$ cat src/rtl/rv32m_iterative_unit.sv
// RV32M execute unit: one shared 32-step shift-add multiplier / restoring divider.
// A start/busy/done handshake lets the pipeline stall execute until the result is ready.
module rv32m_iterative_unit #(
    parameter int NUM_ITER = 32
) (
    input  logic        CLK,
    input  logic        nRST,
    input  logic        start,
    input  logic [2:0]  op,
    input  logic [31:0] rs1_data,
    input  logic [31:0] rs2_data,
    input  logic        flush,
    output logic        busy,
    output logic        done,
    output logic [31:0] result
);

    localparam int CW = $clog2(NUM_ITER);

    typedef enum logic [2:0] {S_IDLE, S_PREP, S_ITER, S_FIX, S_DONE} state_t;

    state_t       r_state;
    state_t       w_next;
    logic [2:0]   r_op;
    logic [31:0]  r_a;
    logic [31:0]  r_b;
    logic [31:0]  r_rs1;
    logic         r_sgn1;
    logic         r_sgn2;
    logic [63:0]  r_acc;
    logic [CW-1:0] r_cnt;
    logic [31:0]  r_result;

    logic         w_accept;
    logic         w_s1;
    logic         w_s2;
    logic         w_neg1;
    logic         w_neg2;
    logic         w_div0;
    logic         w_ovf;
    logic         w_special;
    logic [31:0]  w_special_res;
    logic         w_last;
    logic [32:0]  w_add;
    logic [32:0]  w_shrem;
    logic [32:0]  w_sub;
    logic [63:0]  w_prod;
    logic [31:0]  w_quo;
    logic [31:0]  w_rem;
    logic [31:0]  w_fix_res;
    logic         w_wr_result;

    assign w_accept = start && !flush && (r_state == S_IDLE || r_state == S_DONE);

    // rs1 is signed for MUL, MULH, MULHSU, DIV, REM; rs2 for MUL, MULH, DIV, REM
    assign w_s1   = (op != 3'd3) && (op != 3'd5) && (op != 3'd7);
    assign w_s2   = w_s1 && (op != 3'd2);
    assign w_neg1 = w_s1 && rs1_data[31];
    assign w_neg2 = w_s2 && rs2_data[31];

    assign w_div0 = r_op[2] && (r_b == 32'd0);
    assign w_ovf  = (r_op == 3'd4 || r_op == 3'd6) && (r_rs1 == 32'h8000_0000)
                    && r_sgn2 && (r_b == 32'd1);
    assign w_special = w_div0 || w_ovf;
    assign w_special_res = w_div0 ? (r_op[1] ? r_rs1 : 32'hFFFF_FFFF)
                                  : (r_op[1] ? 32'd0 : 32'h8000_0000);

    assign w_last  = (r_cnt == CW'(NUM_ITER - 1));
    assign w_add   = {1'b0, r_acc[63:32]} + (r_acc[0] ? {1'b0, r_a} : 33'd0);
    assign w_shrem = r_acc[63:31];
    assign w_sub   = w_shrem - {1'b0, r_b};

    assign w_prod    = (r_sgn1 ^ r_sgn2) ? (64'd0 - r_acc) : r_acc;
    assign w_quo     = (r_sgn1 ^ r_sgn2) ? (32'd0 - r_acc[31:0]) : r_acc[31:0];
    assign w_rem     = r_sgn1 ? (32'd0 - r_acc[63:32]) : r_acc[63:32];
    assign w_fix_res = r_op[2] ? (r_op[1] ? w_rem : w_quo)
                               : ((r_op == 3'd0) ? w_prod[31:0] : w_prod[63:32]);

    assign w_wr_result = !flush && ((r_state == S_PREP && w_special) || r_state == S_FIX);

    always_ff @(posedge CLK or negedge nRST) begin
        if (!nRST) begin
            r_state <= S_IDLE;
        end else begin
            r_state <= w_next;
        end
    end

    always_comb begin
        w_next = r_state;
        if (flush) begin
            w_next = S_IDLE;
        end else begin
            case (r_state)
                S_IDLE:  if (start) w_next = S_PREP;
                S_PREP:  w_next = w_special ? S_DONE : S_ITER;
                S_ITER:  if (w_last) w_next = S_FIX;
                S_FIX:   w_next = S_DONE;
                S_DONE:  w_next = start ? S_PREP : S_IDLE;
                default: w_next = S_IDLE;
            endcase
        end
    end

    always_comb begin
        busy = (r_state == S_PREP) || (r_state == S_ITER) || (r_state == S_FIX);
        done = (r_state == S_DONE);
    end

    // The low accumulator half starts as the multiplier (mul) or dividend (div)
    // so both cores consume one bit from it per iteration.
    always_ff @(posedge CLK or negedge nRST) begin
        if (!nRST) begin
            r_op     <= 3'd0;
            r_a      <= 32'd0;
            r_b      <= 32'd0;
            r_rs1    <= 32'd0;
            r_sgn1   <= 1'b0;
            r_sgn2   <= 1'b0;
            r_acc    <= 64'd0;
            r_cnt    <= '0;
            r_result <= 32'd0;
        end else begin
            if (w_accept) begin
                r_op   <= op;
                r_a    <= w_neg1 ? (32'd0 - rs1_data) : rs1_data;
                r_b    <= w_neg2 ? (32'd0 - rs2_data) : rs2_data;
                r_rs1  <= rs1_data;
                r_sgn1 <= w_neg1;
                r_sgn2 <= w_neg2;
            end
            if (r_state == S_PREP) begin
                r_acc <= r_op[2] ? {32'd0, r_a} : {32'd0, r_b};
                r_cnt <= '0;
            end else if (r_state == S_ITER) begin
                r_cnt <= r_cnt + 1'b1;
                if (!r_op[2]) begin
                    r_acc <= {w_add, r_acc[31:1]};
                end else if (!w_sub[32]) begin
                    r_acc <= {w_sub[31:0], r_acc[30:0], 1'b1};
                end else begin
                    r_acc <= {w_shrem[31:0], r_acc[30:0], 1'b0};
                end
            end
            if (w_wr_result) begin
                r_result <= (r_state == S_FIX) ? w_fix_res : w_special_res;
            end
        end
    end

    assign result = r_result;

endmodule

$ cat config.mk
export PLATFORM = sky130hd
export DESIGN_NAME = rv32m_iterative_unit
export DESIGN_NICKNAME = d
export VERILOG_FILES = /design/src/rtl/rv32m_iterative_unit.sv
export SDC_FILE = /design/constraint.sdc
export NUM_CORES = 1
export LEC_CHECK = 0
export CAP_MARGIN = 30
export CORE_UTILIZATION = 30
export DETAILED_ROUTE_END_ITERATION = 8
export SKIP_LAST_GASP = 1
export SLEW_MARGIN = 20
export SYNTH_ARGS = -nofsm -noshare
export SYNTH_HDL_FRONTEND = slang
export SYNTH_SLANG_ARGS = --single-unit
$ cat constraint.sdc
create_clock -name CLK -period 4.7 [get_ports CLK]
set_clock_uncertainty 0.2 [all_clocks]
set_input_delay 0.94 -clock CLK [delete_from_list [all_inputs] [get_ports CLK]]
set_output_delay 0.94 -clock CLK [all_outputs]
set_load 0.01 [all_outputs]
==> results of run 1 <==
## area by class of cell
class | count | area (µm²)
Fill cell | 5914 | 35800
Multi-Input combinational cell | 1747 | 11100
Sequential cell | 204 | 5110
Timing Repair Buffer | 162 | 1530
Tap cell | 748 | 936
Clock buffer | 28 | 647
Inverter | 66 | 248
Clock inverter | 16 | 163
Antenna cell | 1 | 2.50
## cell usage after synthesis, types with 23 or more instances
cell / instances / share of area
sky130_fd_sc_hd__a31oi_1: 28 / 0.010
sky130_fd_sc_hd__clkbuf_1: 132 / 0.029
sky130_fd_sc_hd__o31ai_1: 25 / 0.011
sky130_fd_sc_hd__and2_1: 43 / 0.016
sky130_fd_sc_hd__o221ai_1: 42 / 0.022
sky130_fd_sc_hd__dfrtp_1: 204 / 0.30
sky130_fd_sc_hd__a21o_1: 44 / 0.019
sky130_fd_sc_hd__o21ai_0: 231 / 0.068
sky130_fd_sc_hd__nor2_1: 140 / 0.031
sky130_fd_sc_hd__or3_1: 23 / 0.0085
sky130_fd_sc_hd__ha_1: 70 / 0.052
sky130_fd_sc_hd__mux2i_1: 80 / 0.047
sky130_fd_sc_hd__nor3_1: 31 / 0.0091
sky130_fd_sc_hd__xnor2_1: 95 / 0.049
sky130_fd_sc_hd__nand2_1: 326 / 0.072
sky130_fd_sc_hd__xor2_1: 96 / 0.050
sky130_fd_sc_hd__inv_1: 65 / 0.014
sky130_fd_sc_hd__a21oi_1: 155 / 0.046
sky130_fd_sc_hd__nand3_1: 36 / 0.011
sky130_fd_sc_hd__nor4_1: 33 / 0.012
## worst max-delay path, cell delays in order (launching register included)
cell and delay, ns:
sky130_fd_sc_hd__dfrtp_1 0.43, sky130_fd_sc_hd__inv_1 0.14, sky130_fd_sc_hd__ha_1 0.24, sky130_fd_sc_hd__fa_1 0.43, sky130_fd_sc_hd__nand2b_1 0.22, sky130_fd_sc_hd__a21o_1 0.18
sky130_fd_sc_hd__o211ai_1 0.29, sky130_fd_sc_hd__a311o_1 0.37, sky130_fd_sc_hd__a211o_1 0.19, sky130_fd_sc_hd__o211a_1 0.59, sky130_fd_sc_hd__mux2_2 0.40, sky130_fd_sc_hd__a21oi_1 0.14
sky130_fd_sc_hd__nor2_1 0.05
## registers in the layout (all words and copies together) (netlist names)
name / flops
r_sgn1: 1
r_rs1: 31
result: 32
r_op: 3
r_a: 32
r_sgn2: 1
r_state: 3
r_b: 32
r_acc: 64
r_cnt: 5
## metrics by stage
| step | setup WS [ns] | area [µm²] | total power, mW |
|---|---|---|---|
| after global routing | 0.440 | 19700 | 12.7 |
| after global placement | 0.548 | 18900 | 9.73 |
| final | 0.707 | 19700 | 11.9 |
| after CTS | 0.751 | 19700 | 11.8 |
| after detailed placement | 0.497 | 18900 | 9.80 |
| after floorplan | 1.15 | 17000 | 7.53 |
## where the power goes
part	leakage (nW)	switching (mW)	internal, mW	total (mW)
sequential	2.60	1.05	2.29	3.34
clock	0.388	0.857	1.11	1.97
combinational	5.47	3.91	2.68	6.59
total	8.46	5.82	6.08	11.9
## cells in the final DEF, fill, tap and decap left out, drive strengths merged, types with 58 or more instances in the layout
cell,count
nand2,326
o21ai,233
dfrtp,204
a21oi,155
nor2,140
clkdlybuf4s50,103
xor2,96
xnor2,95
mux2i,80
ha,70
inv,67
buf,58
## kinds of logic (layout without fill, tap and decap cells)
kind of cell,Yosys count,count (layout)
simple gates,732,732
compound gates,670,670
buf+inv,209,272
flops,204,204
xor+xnor,191,191
mux,82,82
fa+ha+maj,72,72
other cells,0,1
## final timing paths
check	slack, ns	cells after the start	endpoint	start
max in group asynchronous	3.07	3	result[14]	nRST
worst min register to register	0.31	2	r_rs1[23]	r_rs1[23]
worst max register to register	0.71	12	r_acc[36]	r_acc[31]
min in group CLK	0.31	2	r_rs1[23]	r_rs1[23]
worst min-delay path	0.07	1	r_acc[62]	nRST
worst max-delay path	0.71	12	r_acc[36]	r_acc[31]
## per-layer routing
metal  vias up  routed length (µm)  GRT usage  part of all wire
met5         -                  13          0           0.00020
met3       140                4040     0.0271             0.062
met4         2                3090      0.101             0.047
met2       648               29800      0.362              0.45
li1       7872                   -          -                 -
met1      8255               28600      0.302              0.44
==> impl_results.md, run 1 <==
* Worst max-slew margin expressed relative to the limit at 0.372
* Setup Buffers After CTS at 0
* Die area at around 0.058 mm²
* Half-perimeter wire length of the detailed placement result at 50300 µm
* Max Slew Vio Count at 0
* Cell count after placement at approximately 3000
* Synthesized-area fraction occupied by xor and xnor cells at 0.0986
* Wire length after detailed routing at 65600 µm
* Post-synthesis cell type count at 78
* Simple-Gate Fraction of Synth Area at 0.201
* Total vias in the final route at roughly 17000
* Number of hold-repair buffers added at the cts stage at 0
* Share of post-route cells with drive strength above 1 at 0.0594
* Detailed-route wire length per cell at 22.1 µm
* Area Growth Syn to Fin at 16.4%
* Worst endpoint required time at between 4 and 5 ns
* Final hold viol count at 0
* Measured slew at the worst slew-check pin at between 0.9 and 1 ns
* Instance count of the mapped netlist at approximately 2200
* Starting density of the core at 0.306
* Number of routed nets with antenna violations at 0
* CP arrival at 4.24 ns
* Total routing usage reported by global routing at 0.226
* Net count reported at finish at 2349
* Post-route DRC at 0
* Number of sinks driven by the clock tree at around 200
* Clock latency on the worst-skew pair at around 0.56 ns
* Part of the Yosys area used for sequential elements at 0.301
* Dominant combinational cell family by area after synthesis: compound AO/OA/AOI/OAI gates
* Clock slew seen by the registers of the worst setup and hold paths at 0.07 ns
* Total of endpoints with negative setup slack in the final report at 0
* Highest achievable clock rate at roughly 0.25 GHz
* Cell at the root of the clock tree: sky130_fd_sc_hd__clkbuf_16
* Classification of the worst-slack hold path: in2async
* RSZ-0062 raised after global routing: false
* Standard-cell rows at between 80 and 90
* Number of DRC markers after the initial detailed-route iteration at approximately 1700
* Result of the run: finished clean
* Via count of the first global-routing pass at 16091
* Maximum fanout along the worst path at 17
* Synthesized netlist net count at 2303
* Total negative slack at 0 ns
* Final cycle utilization of the critical path at 0.850
* Number of synthesized flops with an enable pin at 0
* Boundary pin count at between 100 and 150
* Register bit total from synthesis at 204
* # Max-Cap Violations at 0
* Antenna violations before repair at 1
* Die extent in x at ~240 µm
* # H-tree levels at 1
* Crit path launch type: flip-flop
* Hold WS at approximately 0.066 ns
* Wire length of the first global-routing pass at 99200 µm
* Number of buffers between clock root and the deepest sink at 3
* Share of the synthesized area in compound gates (AO/OA/AOI/OAI) at 0.251
* Final core utilization at 0.356
* Vertical extent of the die at 240 µm
* Multiplexer fraction of the synthesized cell area at 0.0485
* Total global routing overflow at 0
* Fin cells at between 2000 and 3000
* Post-Synthesis Cell Area at 0.0170 mm²
* Number of detailed-routing iterations run before antenna repair at 5
* RePlAce Congestion at between 0.9 and 1
* Vias per std cell at ~5.7
* Standard cell core area at 0.0555 mm²
* Fraction of synthesis flops using an asynchronous set or reset pin at 1.00
* Maximum number of pins on one net before global-route repair at roughly 110
* Post-route minimum period at around 4 ns
* Nature of the critical path endpoint: flip-flop
* Reported leakage power at between 8 and 9 nW
* Total of warnings raised by yosys at 0
* Post_cts resized at 0
* Arithmetic-cell share of the synthesized area counting full adders, half adders and majority gates at 0.0540
* Most common flop cell mapped by yosys: sky130_fd_sc_hd__dfrtp_1
* Mapped Avg Cell Area at roughly 7.9 µm²
* Port Buffer Count at roughly 100
* Ratio of total power to cell area at around 600 mW/mm²
* Classification of the worst setup path: reg2reg
* Num CTS Buffers at 25
* Clock tree from TritonCTS: built
* Peak supply drop at roughly 0.32 mV
Power figures use the tool's default switching activity.
==> run 2: changes to the inputs <==
==> constraint.sdc (replaced) <==
create_clock -name CLK -period 3.8 [get_ports CLK]
set_clock_uncertainty 0.2 [all_clocks]
set_input_delay 0.76 -clock CLK [delete_from_list [all_inputs] [get_ports CLK]]
set_output_delay 0.76 -clock CLK [all_outputs]
set_load 0.01 [all_outputs]
==> run 2 against run 1 <==
  * Count of clock-buffer cells in the layout rose by 6
  * Utilization rose by 1.1 points
  * Global-route usage rose by 1.2 points
  * Via count rose by 2.8%
  * Sequential power rose by 20%
  * Worst hold slack got worse by 0.033 ns
  * Combinational power rose by 34%
  * Non-clock buffer count rose by 70
  * Fmax rose by 9.5%
  * Clock power rose by 30%
  * First-iteration DRC count rose by 0.91%
  * Critical path depth fell by 3
==> impl_results.md, run 2 (synthesis gave the netlist of run 1 again) <==
* Result of the run: finished clean
* Post-route DRC at 0 (unchanged)
* Number of DRC markers after the initial detailed-route iteration at 1667 (+0.91%)
* Number of detailed-routing iterations run before antenna repair at 7 (+2)
* Clock slew seen by the registers of the worst setup and hold paths at 0.06 ns (about the same)
* Clock latency on the worst-skew pair at 0.56 ns (about the same)
* Reported leakage power at 8.85 nW (+4.6%)
* Vias per std cell at 5.71 (+0.36%)
* RSZ-0062 raised after global routing: false
* Final hold viol count at 0 (unchanged)
* Fin cells at 3043 (+2.4%)
* Number of sinks driven by the clock tree at 204 (unchanged)
* Classification of the worst-slack hold path: in2async
* Setup Buffers After CTS at 0 (unchanged)
* Flip-flop count of the largest register after layout at 64 (unchanged)
* Net count reported at finish at 2419 (+3.0%)
* Vertical extent of the die at 240 µm (unchanged)
* Reg2Reg Setup Slack at 0.15 ns (-0.55 ns)
* Endpoint of the most critical register-to-register path: result[30]
* Standard cell core area at 0.0555 mm² (unchanged)
* Standard-cell rows at 86 (unchanged)
* Boundary pin count at 105 (unchanged)
* Cell at the root of the clock tree: sky130_fd_sc_hd__clkbuf_16
* Classification of the worst setup path: reg2reg
* CP arrival at 3.85 ns (-0.39 ns)
* Share of post-route cells with drive strength above 1 at 0.0893 (+0.0299)
* Final core utilization at 0.367 (+0.0110)
* Maximum fanout along the worst path at 6 (-11)
* Wire length after detailed routing at 68300 µm (+4.1%)
* Worst endpoint required time at 4.00 ns (-0.95 ns)
* Clock tree from TritonCTS: built
* Peak supply drop at 0.324 mV (+1.1%)
* Commonest non-fill, non-tap cell in the layout: sky130_fd_sc_hd__nand2_1
* Total of endpoints with negative setup slack in the final report at 0 (unchanged)
* Total routing usage reported by global routing at 0.238 (+0.0120)
* Number of hold-repair buffers added at the cts stage at 0 (unchanged)
* Post_cts resized at 0 (unchanged)
* Total global routing overflow at 0 (unchanged)
* Startpoint of the lowest-slack register-to-register path: r_acc[10]
* Number of buffers between clock root and the deepest sink at 3 (unchanged)
* Filler Cells Inserted at 5825 (-1.5%)
* Starting density of the core at 0.306 (unchanged)
* Cell count after placement at 2997 (+2.5%)
* RePlAce Congestion at 0.975 (-1.1%)
* Via count of the first global-routing pass at 16970 (+5.5%)
* Num CTS Buffers at 25 (unchanged)
* Area Growth Syn to Fin at 20.0%
* Detailed-route wire length per cell at 22.4 µm (+1.7%)
* Worst reg-to-reg path cell count at 9 (-3)
* Worst max-slew margin expressed relative to the limit at 0.391 (+0.0191)
* Die extent in x at 240 µm (unchanged)
* Wire length of the first global-routing pass at 104000 µm (+5.2%)
* Antenna fix cells at 0 (-1)
* Crit path launch type: flip-flop
* Half-perimeter wire length of the detailed placement result at 53300 µm (+6.0%)
* Max Slew Vio Count at 0 (unchanged)
* Post-route minimum period at 3.65 ns (-0.348 ns)
* # H-tree levels at 1 (unchanged)
* Origin of the worst setup path: r_acc[10]
* Nature of the critical path endpoint: flip-flop
* Highest achievable clock rate at 0.274 GHz (+9.5%)
* Commonest cells after routing, fill and taps aside: sky130_fd_sc_hd__nand2_1 (326), sky130_fd_sc_hd__o21ai_0 (231), sky130_fd_sc_hd__dfrtp_1 (202)
* Ratio of total power to cell area at 757 mW/mm² (+26%)
* Timing endpoint of the critical path: result[30]
* Largest register by flop count: r_acc
* Number of routed nets with antenna violations at 0 (unchanged)
* Total vias in the final route at 17383 (+2.8%)
* Measured slew at the worst slew-check pin at 0.914 ns (-0.0240 ns)
* Die area at 0.0575 mm² (unchanged)
* Antenna violations before repair at 4 (+3)
* Final cycle utilization of the critical path at 0.959 (+0.110)
* # Max-Cap Violations at 0 (unchanged)
* Maximum number of pins on one net before global-route repair at 89 (-18%)
* Port Buffer Count at 104 (unchanged)
==> run 2: changes by cell type in the layout (fill, tap and decap cells not counted), moves of 2 or more <==
cell and change:
sky130_fd_sc_hd__clkbuf_8 +6, sky130_fd_sc_hd__buf_12 +4, sky130_fd_sc_hd__clkinv_4 -3, sky130_fd_sc_hd__buf_4 +67
sky130_fd_sc_hd__inv_6 +2, sky130_fd_sc_hd__clkinvlp_4 -2
==> run 2: cell type report <==
type	instances	area, µm²	share of cell area
tap	748	936	0.0460
sequential	204	5110	0.251
inverter	66	248	0.0122
multi-input combinational	1747	11100	0.546
clock inverter	12	134	0.00658
clock buffer	34	729	0.0358
timing repair buffer	232	2080	0.102
==> run 2: through the flow <==
stage	setup WS, ns	cell area, µm²	TNS (ns)	hold slack [ns]	power (mW)
after floorplan	0.254	17000	0	0.249	9.31
after global placement	0.0546	19500	0	0.271	12.6
after detailed placement	-0.0320	19500	-0.0320	0.291	12.7
after CTS	0.200	20300	0	0.0638	15.3
after global routing	0.00371	20400	0	0.0690	16.4
final	0.155	20400	0	0.0328	15.4
==> run 2: worst max-delay path, stage by stage, from the launching register on <==
cell and delay [ns]:
sky130_fd_sc_hd__dfrtp_1 0.44, sky130_fd_sc_hd__or4_1 0.61, sky130_fd_sc_hd__nor4_2 0.29, sky130_fd_sc_hd__or4b_4 0.55
sky130_fd_sc_hd__or2_1 0.30, sky130_fd_sc_hd__o41ai_4 0.36, sky130_fd_sc_hd__xor2_1 0.18, sky130_fd_sc_hd__o221ai_1 0.13
sky130_fd_sc_hd__a21oi_1 0.34, sky130_fd_sc_hd__a311oi_1 0.08
==> run 2: how the worst min path moves through the flow <==
stage	to	slack, ns	startpoint	depth (start not counted)
after floorplan	r_cnt[3]	0.25	r_cnt[3]	1
after global placement	r_cnt[3]	0.27	r_cnt[3]	1
after detailed placement	r_cnt[4]	0.29	r_cnt[4]	1
after CTS	r_acc[28]	0.06	nRST	1
after global routing	r_acc[62]	0.07	nRST	1
final	r_acc[62]	0.03	nRST	1
==> run 2: where the power goes <==
| part | internal, mW | switching (mW) | leakage (nW) |
|---|---|---|---|
| combinational | 3.66 | 5.19 | 5.83 |
| sequential | 2.84 | 1.16 | 2.60 |
| clock | 1.49 | 1.07 | 0.423 |
| total | 7.98 | 7.43 | 8.85 |
==> run 2: per-layer routing <==
metal	global-route usage	vias up	part of all wire
li1	-	8009	-
met1	0.316	8476	0.43
met2	0.384	741	0.45
met3	0.0305	155	0.068
met4	0.105	2	0.049
met5	0	-	0.00019
==> run 3: changes to the inputs <==
--- a/config.mk
+++ b/config.mk
@@ -7,6 +7,7 @@
 export LEC_CHECK = 0
 export CAP_MARGIN = 30
 export CORE_UTILIZATION = 30
+export CTS_CLUSTER_DIAMETER = 100
 export DETAILED_ROUTE_END_ITERATION = 8
 export SKIP_LAST_GASP = 1
 export SLEW_MARGIN = 20
==> constraint.sdc (replaced) <==
create_clock -name CLK -period 3.4 [get_ports CLK]
set_clock_uncertainty 0.2 [all_clocks]
set_input_delay 0.68 -clock CLK [delete_from_list [all_inputs] [get_ports CLK]]
set_output_delay 0.68 -clock CLK [all_outputs]
set_load 0.01 [all_outputs]
==> run 3 against run 2 <==
  * Via count grew 4.0%
  * Combinational power grew 32%
  * First-iteration DRC count decreased by 2.9%
  * Sequential power up 4%
  * Cell count is 5.2% higher
  * Largest power group unchanged
  * Utilization grew 2.6 points
  * Non-clock buffer count grew 154
==> impl_results.md, run 3 (synthesis gave the netlist of run 1 again) <==
* Boundary pin count at 105 (unchanged)
* Highest achievable clock rate at 0.297 GHz (+8.2%)
* Total global routing overflow at 0 (unchanged)
* Commonest cells after routing, fill and taps aside: sky130_fd_sc_hd__nand2_1 (325), sky130_fd_sc_hd__buf_4 (267), sky130_fd_sc_hd__o21ai_0 (221)
* # Max-Cap Violations at 0 (unchanged)
* Ratio of total power to cell area at 866 mW/mm² (+14%)
* Wire length of the first global-routing pass at 107000 µm (+2.3%)
* Total of endpoints with negative setup slack in the final report at 0 (unchanged)
* Worst reg-to-reg path cell count at 14 (+5)
* CP arrival at 3.60 ns (-0.25 ns)
* Nature of the critical path endpoint: flip-flop
* Final core utilization at 0.393 (+0.0264)
* Post-route DRC at 0 (unchanged)
* Reported leakage power at 9.66 nW (+9.1%)
* Area after detailed placement at 0.0206 mm² (+5.5%)
* Final cycle utilization of the critical path at 0.991 (+0.0316)
* Number of DRC markers after the initial detailed-route iteration at 1618 (-2.9%)
* Total vias in the final route at 18076 (+4.0%)
* Maximum number of pins on one net before global-route repair at 91 (+2.2%)
* Standard cell core area at 0.0555 mm² (unchanged)
* Cell at the root of the clock tree: sky130_fd_sc_hd__clkbuf_16
* Endpoint of the most critical register-to-register path: r_acc[51]
* Final hold viol count at 0 (unchanged)
* Maximum fanout along the worst path at 9 (+3)
* Peak supply drop at 0.432 mV (+33%)
* Sequential cell area in the final layout at 0.00512 mm² (+0.15%)
* Clock tree from TritonCTS: built
* Flip-flop count of the largest register after layout at 64 (unchanged)
* Filler Cells Inserted at 5797 (-0.48%)
* RePlAce Congestion at 0.934 (-4.3%)
* Hold WS at 0.289 ns (+0.256 ns)
* Die extent in x at 240 µm (unchanged)
* Fin cells at 3201 (+5.2%)
* Detailed-route wire length per cell at 22.4 µm (-0.37%)
* Startpoint of the lowest-slack register-to-register path: r_acc[31]
* Die area at 0.0575 mm² (unchanged)
* Commonest non-fill, non-tap cell in the layout: sky130_fd_sc_hd__nand2_1
* # H-tree levels at 1 (unchanged)
* Reg2Reg Setup Slack at 0.03 ns (-0.12 ns)
* Area Growth Syn to Fin at 28.6%
* Origin of the worst setup path: r_acc[31]
* Half-perimeter wire length of the detailed placement result at 55500 µm (+4.1%)
* Measured slew at the worst slew-check pin at 0.949 ns (+0.0360 ns)
* Clock latency on the worst-skew pair at 0.57 ns (about the same)
* Wire length after detailed routing at 71600 µm (+4.8%)
* Result of the run: finished clean
* Number of detailed-routing iterations run before antenna repair at 6 (-1)
* Classification of the worst setup path: reg2reg
* Port Buffer Count at 104 (unchanged)
* RSZ-0062 raised after global routing: true
* Starting density of the core at 0.306 (unchanged)
* Max Slew Vio Count at 0 (unchanged)
* Total area of multi-input combinational cells at 0.0113 mm² (+1.5%)
* HP Start: r_cnt[3]
* Largest register by flop count: r_acc
* Antenna violations before repair at 3 (-1)
* Post-layout instance area at 0.0218 mm² (+7.2%)
* Vertical extent of the die at 240 µm (unchanged)
* Crit path launch type: flip-flop
* Cell count after placement at 3135 (+4.6%)
* Total routing usage reported by global routing at 0.244 (+0.00619)
* Classification of the worst-slack hold path: reg2reg
* Num CTS Buffers at 27 (+8.0%)
* Worst max-slew margin expressed relative to the limit at 0.367 (-0.0240)
* Timing endpoint of the critical path: r_acc[51]
* Standard-cell rows at 86 (unchanged)
* Vias per std cell at 5.65 (-1.1%)
* Number of sinks driven by the clock tree at 204 (unchanged)
* Total negative slack at 0 ns (unchanged)
* Via count of the first global-routing pass at 17522 (+3.3%)
* Post-route minimum period at 3.37 ns (-0.276 ns)
* Worst endpoint required time at 3.63 ns (-0.37 ns)
* Clock slew seen by the registers of the worst setup and hold paths at 0.06 ns (about the same)
* Number of buffers between clock root and the deepest sink at 3 (unchanged)
* Number of routed nets with antenna violations at 0 (unchanged)
* Share of post-route cells with drive strength above 1 at 0.161 (+0.0718)
* Net count reported at finish at 2575 (+6.4%)
==> run 3: cell count changes in the layout (fill, tap and decap cells not counted), moves of 5 or more <==
cell,change
sky130_fd_sc_hd__ha_1,-5
sky130_fd_sc_hd__o21ai_0,-10
sky130_fd_sc_hd__o21ai_1,+9
sky130_fd_sc_hd__a21oi_1,-5
sky130_fd_sc_hd__buf_4,+146
sky130_fd_sc_hd__a21oi_2,+5
sky130_fd_sc_hd__dfrtp_1,-6
sky130_fd_sc_hd__clkbuf_8,-5
sky130_fd_sc_hd__dfrtp_2,+6
==> run 3: critical path: stages (launching register included) <==
cell and delay (ns):
sky130_fd_sc_hd__dfrtp_1 0.35, sky130_fd_sc_hd__inv_1 0.08, sky130_fd_sc_hd__ha_4 0.17, sky130_fd_sc_hd__fa_2 0.38
sky130_fd_sc_hd__nand2b_4 0.15, sky130_fd_sc_hd__a21o_1 0.16, sky130_fd_sc_hd__o211ai_1 0.23, sky130_fd_sc_hd__a311o_1 0.33
sky130_fd_sc_hd__a211o_1 0.18, sky130_fd_sc_hd__o211ai_1 0.16, sky130_fd_sc_hd__buf_4 0.22, sky130_fd_sc_hd__buf_12 0.16
sky130_fd_sc_hd__and3_1 0.19, sky130_fd_sc_hd__a221oi_2 0.17, sky130_fd_sc_hd__o21ai_1 0.10
==> run 3: worst min path at each step <==
stage	end	cells past startpoint
final	r_cnt[3]	1
after CTS	r_cnt[3]	1
after global placement	r_cnt[3]	1
after floorplan	r_a[0]	0
after detailed placement	r_cnt[3]	1
after global routing	r_cnt[3]	1
==> run 3: where the power goes <==
part	internal (mW)	switching, mW
combinational	5.07	6.65
sequential	3.18	0.965
clock	1.81	1.22
total	10.1	8.83
==> run 3: timing repair <==
| action | in CTS | in global routing |
|---|---|---|
| pin swaps | 4 | 18 |
| gates resized for setup | 8 | 49 |
| hold endpoints to repair | 35 | 0 |
| gates cloned | 0 | 3 |
| hold buffers | 1 | 0 |
| setup buffers | 3 | 8 |
| endpoints found under the setup margin | 7 | 34 |
==> run 3: through the flow <==
step                setup WS (ns)  total power [mW]
floorplan                  0.0396              10.4
global placement           -0.183              15.0
detailed placement         -0.208              15.1
CTS                       0.00345              18.2
global route               -0.133              20.0
finish                     0.0309              18.9
==> run 3: cell type report <==
class / count / share of cell area
clock buffer: 35 / 0.0333
multi-input combinational: 1747 / 0.517
clock inverter: 14 / 0.00860
sequential: 204 / 0.234
antenna: 1 / 0.000115
tap: 748 / 0.0429
inverter: 66 / 0.0114
timing repair buffer: 386 / 0.152
==> run 3: layer usage <==
layer	global-route usage	wire, µm
met4	0.0975	3170
met3	0.0347	5360
met5	0	27
met1	0.328	30900
met2	0.392	32200
